<file path="src/rtl/load_store_unit_if.sv">
// Request/response handshake plus data-memory port of the load/store unit.
// The slave side is the LSU itself; the master side is the requester together with its memory.
interface load_store_unit_if #(
  parameter int DATA_WIDTH = 32,
  parameter int ADDR_WIDTH = 32
);
  logic                  req_valid;
  logic                  req_ready;
  logic                  req_we;
  logic [1:0]            req_size;
  logic                  req_unsigned;
  logic [ADDR_WIDTH-1:0] req_addr;
  logic [DATA_WIDTH-1:0] req_wdata;
  logic                  resp_valid;
  logic                  resp_ready;
  logic [DATA_WIDTH-1:0] resp_rdata;
  logic                  resp_err;
  logic                  mem_we;
  logic [ADDR_WIDTH-1:0] mem_addr;
  logic [DATA_WIDTH-1:0] mem_wdata;
  logic [ADDR_WIDTH-1:0] mem_raddr;
  logic [DATA_WIDTH-1:0] mem_rdata;

  modport master (
    output req_valid, req_we, req_size, req_unsigned, req_addr, req_wdata, resp_ready, mem_rdata,
    input  req_ready, resp_valid, resp_rdata, resp_err, mem_we, mem_addr, mem_wdata, mem_raddr
  );

  modport slave (
    input  req_valid, req_we, req_size, req_unsigned, req_addr, req_wdata, resp_ready, mem_rdata,
    output req_ready, resp_valid, resp_rdata, resp_err, mem_we, mem_addr, mem_wdata, mem_raddr
  );
endinterface

</file>
<file path="src/rtl/load_store_unit.sv">
// Single-outstanding load/store unit: byte/half/word accesses to a word-wide memory,
// sub-word stores by read-modify-write, little-endian lanes, misalignment reported as error.
module load_store_unit #(
    parameter int DATA_WIDTH = 32,
    parameter int ADDR_WIDTH = 32
) (
    input logic clk,
    input logic rst,
    load_store_unit_if.slave bus
);

    typedef enum logic [2:0] {
        IDLE, LD_ADDR, LD_DATA, RMW_ADDR, RMW_DATA, ST_WR, RESP
    } state_t;

    state_t state, state_next;

    logic                  we_q;
    logic [1:0]            size_q;
    logic                  uns_q;
    logic [1:0]            lane_q;
    logic                  err_q;
    logic [ADDR_WIDTH-1:0] waddr_q;
    logic [DATA_WIDTH-1:0] wdata_q;
    logic [DATA_WIDTH-1:0] rdata_q;

    logic                  accept;
    logic                  req_err;
    logic [7:0]            byte_sel;
    logic [15:0]           half_sel;
    logic [DATA_WIDTH-1:0] load_ext;
    logic [DATA_WIDTH-1:0] merged;

    assign accept = bus.req_valid && bus.req_ready;

    always_comb begin
        req_err = 1'b0;
        unique case (bus.req_size)
            2'b00:   req_err = 1'b0;
            2'b01:   req_err = bus.req_addr[0];
            2'b10:   req_err = (bus.req_addr[1:0] != 2'b00);
            default: req_err = 1'b1;
        endcase
    end

    always_comb begin
        state_next = state;
        unique case (state)
            IDLE: begin
                if (accept) begin
                    if (req_err)                  state_next = RESP;
                    else if (!bus.req_we)         state_next = LD_ADDR;
                    else if (bus.req_size == 2'b10) state_next = ST_WR;
                    else                          state_next = RMW_ADDR;
                end
            end
            LD_ADDR:  state_next = LD_DATA;
            LD_DATA:  state_next = RESP;
            RMW_ADDR: state_next = RMW_DATA;
            RMW_DATA: state_next = ST_WR;
            ST_WR:    state_next = RESP;
            RESP:     if (bus.resp_ready) state_next = IDLE;
            default:  state_next = IDLE;
        endcase
    end

    // Lane extraction and merge both work on the word returned for the registered address.
    always_comb begin
        byte_sel = bus.mem_rdata[{lane_q, 3'b000} +: 8];
        half_sel = bus.mem_rdata[{lane_q[1], 4'b0000} +: 16];
        load_ext = bus.mem_rdata;
        unique case (size_q)
            2'b00:   load_ext = uns_q ? {{(DATA_WIDTH-8){1'b0}}, byte_sel}
                                      : {{(DATA_WIDTH-8){byte_sel[7]}}, byte_sel};
            2'b01:   load_ext = uns_q ? {{(DATA_WIDTH-16){1'b0}}, half_sel}
                                      : {{(DATA_WIDTH-16){half_sel[15]}}, half_sel};
            default: load_ext = bus.mem_rdata;
        endcase

        merged = bus.mem_rdata;
        if (size_q == 2'b00) merged[{lane_q, 3'b000} +: 8] = wdata_q[7:0];
        else                 merged[{lane_q[1], 4'b0000} +: 16] = wdata_q[15:0];
    end

    always_ff @(posedge clk or posedge rst) begin
        if (rst) begin
            state   <= IDLE;
            we_q    <= 1'b0;
            size_q  <= '0;
            uns_q   <= 1'b0;
            lane_q  <= '0;
            err_q   <= 1'b0;
            waddr_q <= '0;
            wdata_q <= '0;
            rdata_q <= '0;
        end else begin
            state <= state_next;
            if (accept) begin
                we_q    <= bus.req_we;
                size_q  <= bus.req_size;
                uns_q   <= bus.req_unsigned;
                lane_q  <= bus.req_addr[1:0];
                err_q   <= req_err;
                waddr_q <= {bus.req_addr[ADDR_WIDTH-1:2], 2'b00};
                wdata_q <= bus.req_wdata;
            end
            if (state == LD_DATA)  rdata_q <= load_ext;
            if (state == RMW_DATA) wdata_q <= merged;
        end
    end

    assign bus.req_ready  = (state == IDLE) && !rst;
    assign bus.resp_valid = (state == RESP);
    assign bus.resp_err   = err_q;
    // rdata_q is only refreshed by loads, so stores and errors are masked here.
    assign bus.resp_rdata = (we_q || err_q) ? '0 : rdata_q;
    assign bus.mem_we     = (state == ST_WR);
    assign bus.mem_addr   = waddr_q;
    assign bus.mem_raddr  = waddr_q;
    assign bus.mem_wdata  = wdata_q;

endmodule

</file>
<file path="src/flat_wrapper.sv">
// flat-port wrapper written by rule: the top's interface ports become plain ports
module load_store_unit_flat 
#(
    parameter int DATA_WIDTH = 32,
    parameter int ADDR_WIDTH = 32
)
  (clk, rst, bus_req_valid, bus_req_we, bus_req_size, bus_req_unsigned, bus_req_addr, bus_req_wdata, bus_resp_ready, bus_mem_rdata, bus_req_ready, bus_resp_valid, bus_resp_rdata, bus_resp_err, bus_mem_we, bus_mem_addr, bus_mem_wdata, bus_mem_raddr);
  load_store_unit_if #(.DATA_WIDTH(DATA_WIDTH), .ADDR_WIDTH(ADDR_WIDTH)) bus_i ();
  input logic clk;
  input logic rst;
  input wire logic [$bits(bus_i.req_valid)-1:0] bus_req_valid;
  input wire logic [$bits(bus_i.req_we)-1:0] bus_req_we;
  input wire logic [$bits(bus_i.req_size)-1:0] bus_req_size;
  input wire logic [$bits(bus_i.req_unsigned)-1:0] bus_req_unsigned;
  input wire logic [$bits(bus_i.req_addr)-1:0] bus_req_addr;
  input wire logic [$bits(bus_i.req_wdata)-1:0] bus_req_wdata;
  input wire logic [$bits(bus_i.resp_ready)-1:0] bus_resp_ready;
  input wire logic [$bits(bus_i.mem_rdata)-1:0] bus_mem_rdata;
  output wire logic [$bits(bus_i.req_ready)-1:0] bus_req_ready;
  output wire logic [$bits(bus_i.resp_valid)-1:0] bus_resp_valid;
  output wire logic [$bits(bus_i.resp_rdata)-1:0] bus_resp_rdata;
  output wire logic [$bits(bus_i.resp_err)-1:0] bus_resp_err;
  output wire logic [$bits(bus_i.mem_we)-1:0] bus_mem_we;
  output wire logic [$bits(bus_i.mem_addr)-1:0] bus_mem_addr;
  output wire logic [$bits(bus_i.mem_wdata)-1:0] bus_mem_wdata;
  output wire logic [$bits(bus_i.mem_raddr)-1:0] bus_mem_raddr;
  assign bus_i.req_valid = bus_req_valid;
  assign bus_i.req_we = bus_req_we;
  assign bus_i.req_size = bus_req_size;
  assign bus_i.req_unsigned = bus_req_unsigned;
  assign bus_i.req_addr = bus_req_addr;
  assign bus_i.req_wdata = bus_req_wdata;
  assign bus_i.resp_ready = bus_resp_ready;
  assign bus_i.mem_rdata = bus_mem_rdata;
  assign bus_req_ready = bus_i.req_ready;
  assign bus_resp_valid = bus_i.resp_valid;
  assign bus_resp_rdata = bus_i.resp_rdata;
  assign bus_resp_err = bus_i.resp_err;
  assign bus_mem_we = bus_i.mem_we;
  assign bus_mem_addr = bus_i.mem_addr;
  assign bus_mem_wdata = bus_i.mem_wdata;
  assign bus_mem_raddr = bus_i.mem_raddr;
  load_store_unit #(.DATA_WIDTH(DATA_WIDTH), .ADDR_WIDTH(ADDR_WIDTH)) u_core (.clk(clk), .rst(rst), .bus(bus_i));
endmodule
</file>
<file path="config.mk">
export PLATFORM = sky130hd
export DESIGN_NAME = load_store_unit_flat
export DESIGN_NICKNAME = d
export VERILOG_FILES = /design/src/rtl/load_store_unit_if.sv /design/src/rtl/load_store_unit.sv /design/src/flat_wrapper.sv
export SDC_FILE = /design/constraint.sdc
export NUM_CORES = 1
export LEC_CHECK = 0
export CAP_MARGIN = 15
export CELL_PAD_IN_SITES_DETAIL_PLACEMENT = 1
export CELL_PAD_IN_SITES_GLOBAL_PLACEMENT = 2
export CORE_MARGIN = 2
export CORE_UTILIZATION = 22
export DETAILED_ROUTE_END_ITERATION = 8
export GPL_TIMING_DRIVEN = 0
export PLACE_DENSITY = 0.82
export SLEW_MARGIN = 25
export SYNTH_ARGS = -nofsm -noshare
export SYNTH_HDL_FRONTEND = slang
export SYNTH_SLANG_ARGS = --single-unit
</file>
<file path="constraint.sdc">
create_clock -name clk -period 3.1 [get_ports clk]
set_clock_uncertainty 0.05 [all_clocks]
set_input_delay 0.465 -clock clk [delete_from_list [all_inputs] [get_ports clk]]
set_output_delay 0.465 -clock clk [all_outputs]
set_load 0.02 [all_outputs]
</file>
==> impl_summary.md <==
CTS
The clock tree from TritonCTS is built. The maximum buffer depth of the clock tree is 2. The clock net in this run drives a total of around 100 sinks. The clock-pin slew on the worst setup and hold paths is about 0.09 ns.

The H-tree was split into 3 levels. For this design, the CTS-stage hold fixing added 0 buffers. The later pin in the worst-skew pair is clocked with a latency of 0.36 ns. Once the clock tree was built, the setup fixing pass inserted 0 buffers. The cell sitting at the root of the clock tree is a clkbuf_16.

The number of clock buffers added by TritonCTS is 9.

Route
Dividing the detail-routed wire length by the instance count gives a little over 20 um. The detailed-routing iteration count for the pre-antenna-repair pass is 5. The via-per-instance ratio is between 4 and 5. The via count is 5808.

For this block, the initial DRC count from the detailed router was around 290. Wires add up to around 25 mm. In this run the remaining antenna-violating nets after routing total 0.

The number of remaining DRC errors is 0.

Synth
During synthesis, Yosys emitted a total of 0 warnings. After synthesis, the share of flip-flops with an asynchronous set or reset is 100.0%. A synthesized cell averages 9.031 um^2.

In the synthesized netlist the dominant register cell turns out to be dfrtp_1. The post-synthesis cell area is between 5000 and 6000 um^2. The count of cell types in the netlist is 54. The count of mapped cells out of synthesis is between 600 and 700. After synthesis, flip-flops and latches occupy roughly 46% of the total area. Counting flops with a built-in enable in the synthesized netlist gives 0.

In the post-synthesis netlist, the biggest area contributors are dfrtp_1 46%, nand2_1 9.5%, buf_4 4.9%. The cell taking the most area after synthesis is dfrtp_1. The synthesized design contains 104 register bits.

Of the post-synthesis cell area, the dominant cell type holds ~46%.

Layout
With fillers left out, the area of the finished cells amounts to 8853 um^2. Compared with the post-synthesis result, the final layout area differs by 54.87%. The final non-filler cell total is about 1200. The number of antenna diodes in the final layout is 0.

Registers take approximately 2600 um^2. The core occupancy in the finished layout is ~34%. After the last flow step, the layout net total stands at 991. Summing all multi-input logic gate instances after layout gives 2663 um^2. The post-route netlist has 10.15% of its cells at a drive strength greater than 1.

The filler cells instantiated in the layout total 2991.

Worst setup path
The largest individual stage delay along the critical path comes from the cell clkdlybuf4s50_1. The internal reg-to-reg setup slack is roughly 0.23 ns. The worst reg-to-reg path cell count is 9.

Data arrives at the worst endpoint at 2.46 ns. Traced cell by cell, the critical path runs through nor2_2, clkbuf_1, and2_1, clkdlybuf4s50_1. STA puts the critical path data required time at 2.58 ns. By startpoint and endpoint, the worst setup path is classified as flop to output pin. The element type at the critical path end is an output pin. In this design, the stage delay of the slowest critical-path cell is just over 0.6 ns. Of all nets on the critical path, the largest fanout is 10. The kind of launch point of the worst setup path is a flop. The startpoint of the lowest-slack register-to-register path is u_core.lane_q[1].

The worst flop-to-flop path endpoint is u_core.bus.mem_wdata[27].

Outcome
The run finished with clean final reports.

Floorplan
During I/O placement, the number of pins put on the boundary was 236. The total die area is ~27000 um^2. The die boundary height is 165.2 um. For this configuration, the core starts out at a cell density of 22.19%.

The die extent in x is ~170 um. The floorplan has between 50 and 60 rows. After floorplanning, the core was sized to cover ~26000 um^2.

Power
The highest ir drop seen on vdd is roughly 390 uV. In this run the power density over the cells is approximately 1100 nW/um^2. In this run the static leakage power is 3.743 nW.

The power after layout is between 9 and 10 mW.

Global route
Global routing consumed, on the met3 layer, 4.421% of the routing resources. The met2 layer usage reported by global route is between 30 and 40%. In this run the most used layer during global routing was met2.

The via count of the first global-routing pass is 6038. In the global route stage, overall resource usage came out at 17.77%. The number of antenna violations at the first check in global routing was 0. Entering global routing, the biggest net connects 31 pins. The met1 track demand over resource in global routing is a little under a quarter.

The first-pass GRT wire length is about 36 mm. The remaining global-route overflow is 0.

Hold path
The beginning of the worst hold path is u_core.rdata_q[2]. For hold timing, the worst endpoint is u_core.rdata_q[2]. The path type of the worst min-delay path is flop to flop.

The cell count of the worst hold path is 2.

STA
The final total negative setup slack is 0 ns. Timing would allow up to about 340 MHz. Setup repair after global routing left no endpoint under its margin. The number of hold-slack violations in the final timing report came to 0. The final number of max-transition violations is 0.

Setup slack on the critical path of the routed design comes to between 0.1 and 0.15 ns. The hold slack is between 0.4 and 0.5 ns. The worst max-slew margin expressed relative to the limit is a little over a third.

For the pin with the worst max-slew slack, the measured transition is around 0.97 ns. The final critical path takes up a little over nine tenths of the cycle. The time the worst path needs with I/O delays and setup is between 2 and 3 ns. The final count of negative-setup-slack endpoints is 0.

Placed design
The routability-driven placement congestion ratio is about 0.86. After detailed placement, the design holds a cell count of between 1000 and 1500. The number of I/O port buffers is between 200 and 250. OpenSTA, run right after detailed placement, puts the worst setup slack at 0.1294 ns. After detailed placement, the total cell area comes to ~8600 um^2.

Detailed placement ended at an HPWL of roughly 19 mm.

Flow run
The tool flagged a number of max-cap violations equal to 0.
flip-flops by register name, summed over array words and instances (netlist names):
| name | count |
|---|---|
| u_core.bus.mem_wdata | 32 |
| u_core.rdata_q | 32 |
| u_core.bus.mem_addr | 30 |
| u_core.state | 3 |
| u_core.lane_q | 2 |
| u_core.size_q | 2 |
| u_core.bus.resp_err | 1 |
| u_core.uns_q | 1 |
| u_core.we_q | 1 |
critical path: cells and delay by family (launching register included):
kind / cells / cell delay [ns]
buffers and inverters: 2 / 1.03
and+or+nand+nor: 2 / 0.64
DFF: 1 / 0.42
layout make-up:
type	instances	area share, %
inverter	5	0.2544
sequential	104	29.40
multi-input combinational	452	30.07
clock buffer	9	2.544
tap	335	4.734
timing repair buffer	235	27.19
buffer	75	5.088
clock inverter	7	0.7207
power breakdown:
group	internal, mW	leakage (nW)	total (mW)	switching [mW]
logic	2.76	2.34	6.12	3.35
clock network	0.564	0.136	1.17	0.604
registers	2.02	1.27	2.61	0.591
total	5.35	3.74	9.90	4.55
kinds of logic (layout without fill, tap and decap cells):
logic type	count (synthesis)	after routing	share of synthesized area, %
multiplexers	24	24	4.399
buffers and inverters	80	331	8.208
AND/OR/NAND/NOR	286	286	24.03
AO/OA/AOI/OAI	133	133	16.68
other	1	4	0.06560
flip-flops	104	104	45.52
adder cells (fa/ha/maj)	5	5	1.094
cells in the final DEF (no fill, tap or decap), types with 15 or more instances in the layout:
cell	n
clkdlybuf4s50_1	231
nand2_1	144
dfrtp_1	104
nand3_1	41
buf_4	37
o21ai_0	36
and2_1	33
nor2_1	23
clkbuf_1	22
a21oi_1	20
a22o_1	16
mux2i_1	15
a221oi_1	15
per-layer routing:
layer | share of wire (%) | wire (um)
met5 | 0 | 0
met4 | 1.8 | 442
met3 | 7.1 | 1758
met2 | 50 | 12290
met1 | 41 | 10250
Yosys cell counts, types with 3 or more instances:
| master | instances |
|---|---|
| a21oi_1 | 21 |
| a221o_1 | 8 |
| a221oi_1 | 15 |
| a22o_1 | 16 |
| and2_1 | 33 |
| buf_2 | 12 |
| buf_4 | 37 |
| clkbuf_1 | 22 |
| dfrtp_1 | 104 |
| ha_1 | 5 |
| inv_1 | 5 |
| mux2_1 | 8 |
| mux2i_1 | 15 |
| nand2_1 | 144 |
| nand2b_1 | 9 |
| nand3_1 | 41 |
| nand3b_1 | 9 |
| nor2_1 | 24 |
| o21ai_0 | 36 |
| o21ai_1 | 3 |
| o221ai_1 | 7 |
| o31ai_1 | 8 |
| or3_1 | 7 |
repair_timing:
action | in CTS | in global routing
gates resized for setup | 1 | 1
endpoints found under the setup margin | 25 | 8
cloned | 0 | 0
how the worst max path moves through the flow:
stage | depth (start not counted) | from | to | slack (ns)
after floorplan | 9 | u_core.lane_q[1] | u_core.bus.mem_wdata[27] | 0.84
after global placement | 2 | rst | u_core.bus.mem_wdata[20] | -0.03
after detailed placement | 8 | u_core.lane_q[1] | u_core.bus.mem_wdata[19] | 0.13
after CTS | 4 | u_core.bus.resp_err | bus_resp_rdata[15] | 0.07
after global routing | 4 | u_core.bus.resp_err | bus_resp_rdata[15] | 0.01
final | 4 | u_core.bus.resp_err | bus_resp_rdata[15] | 0.13
(Power assumes the default switching activity.)
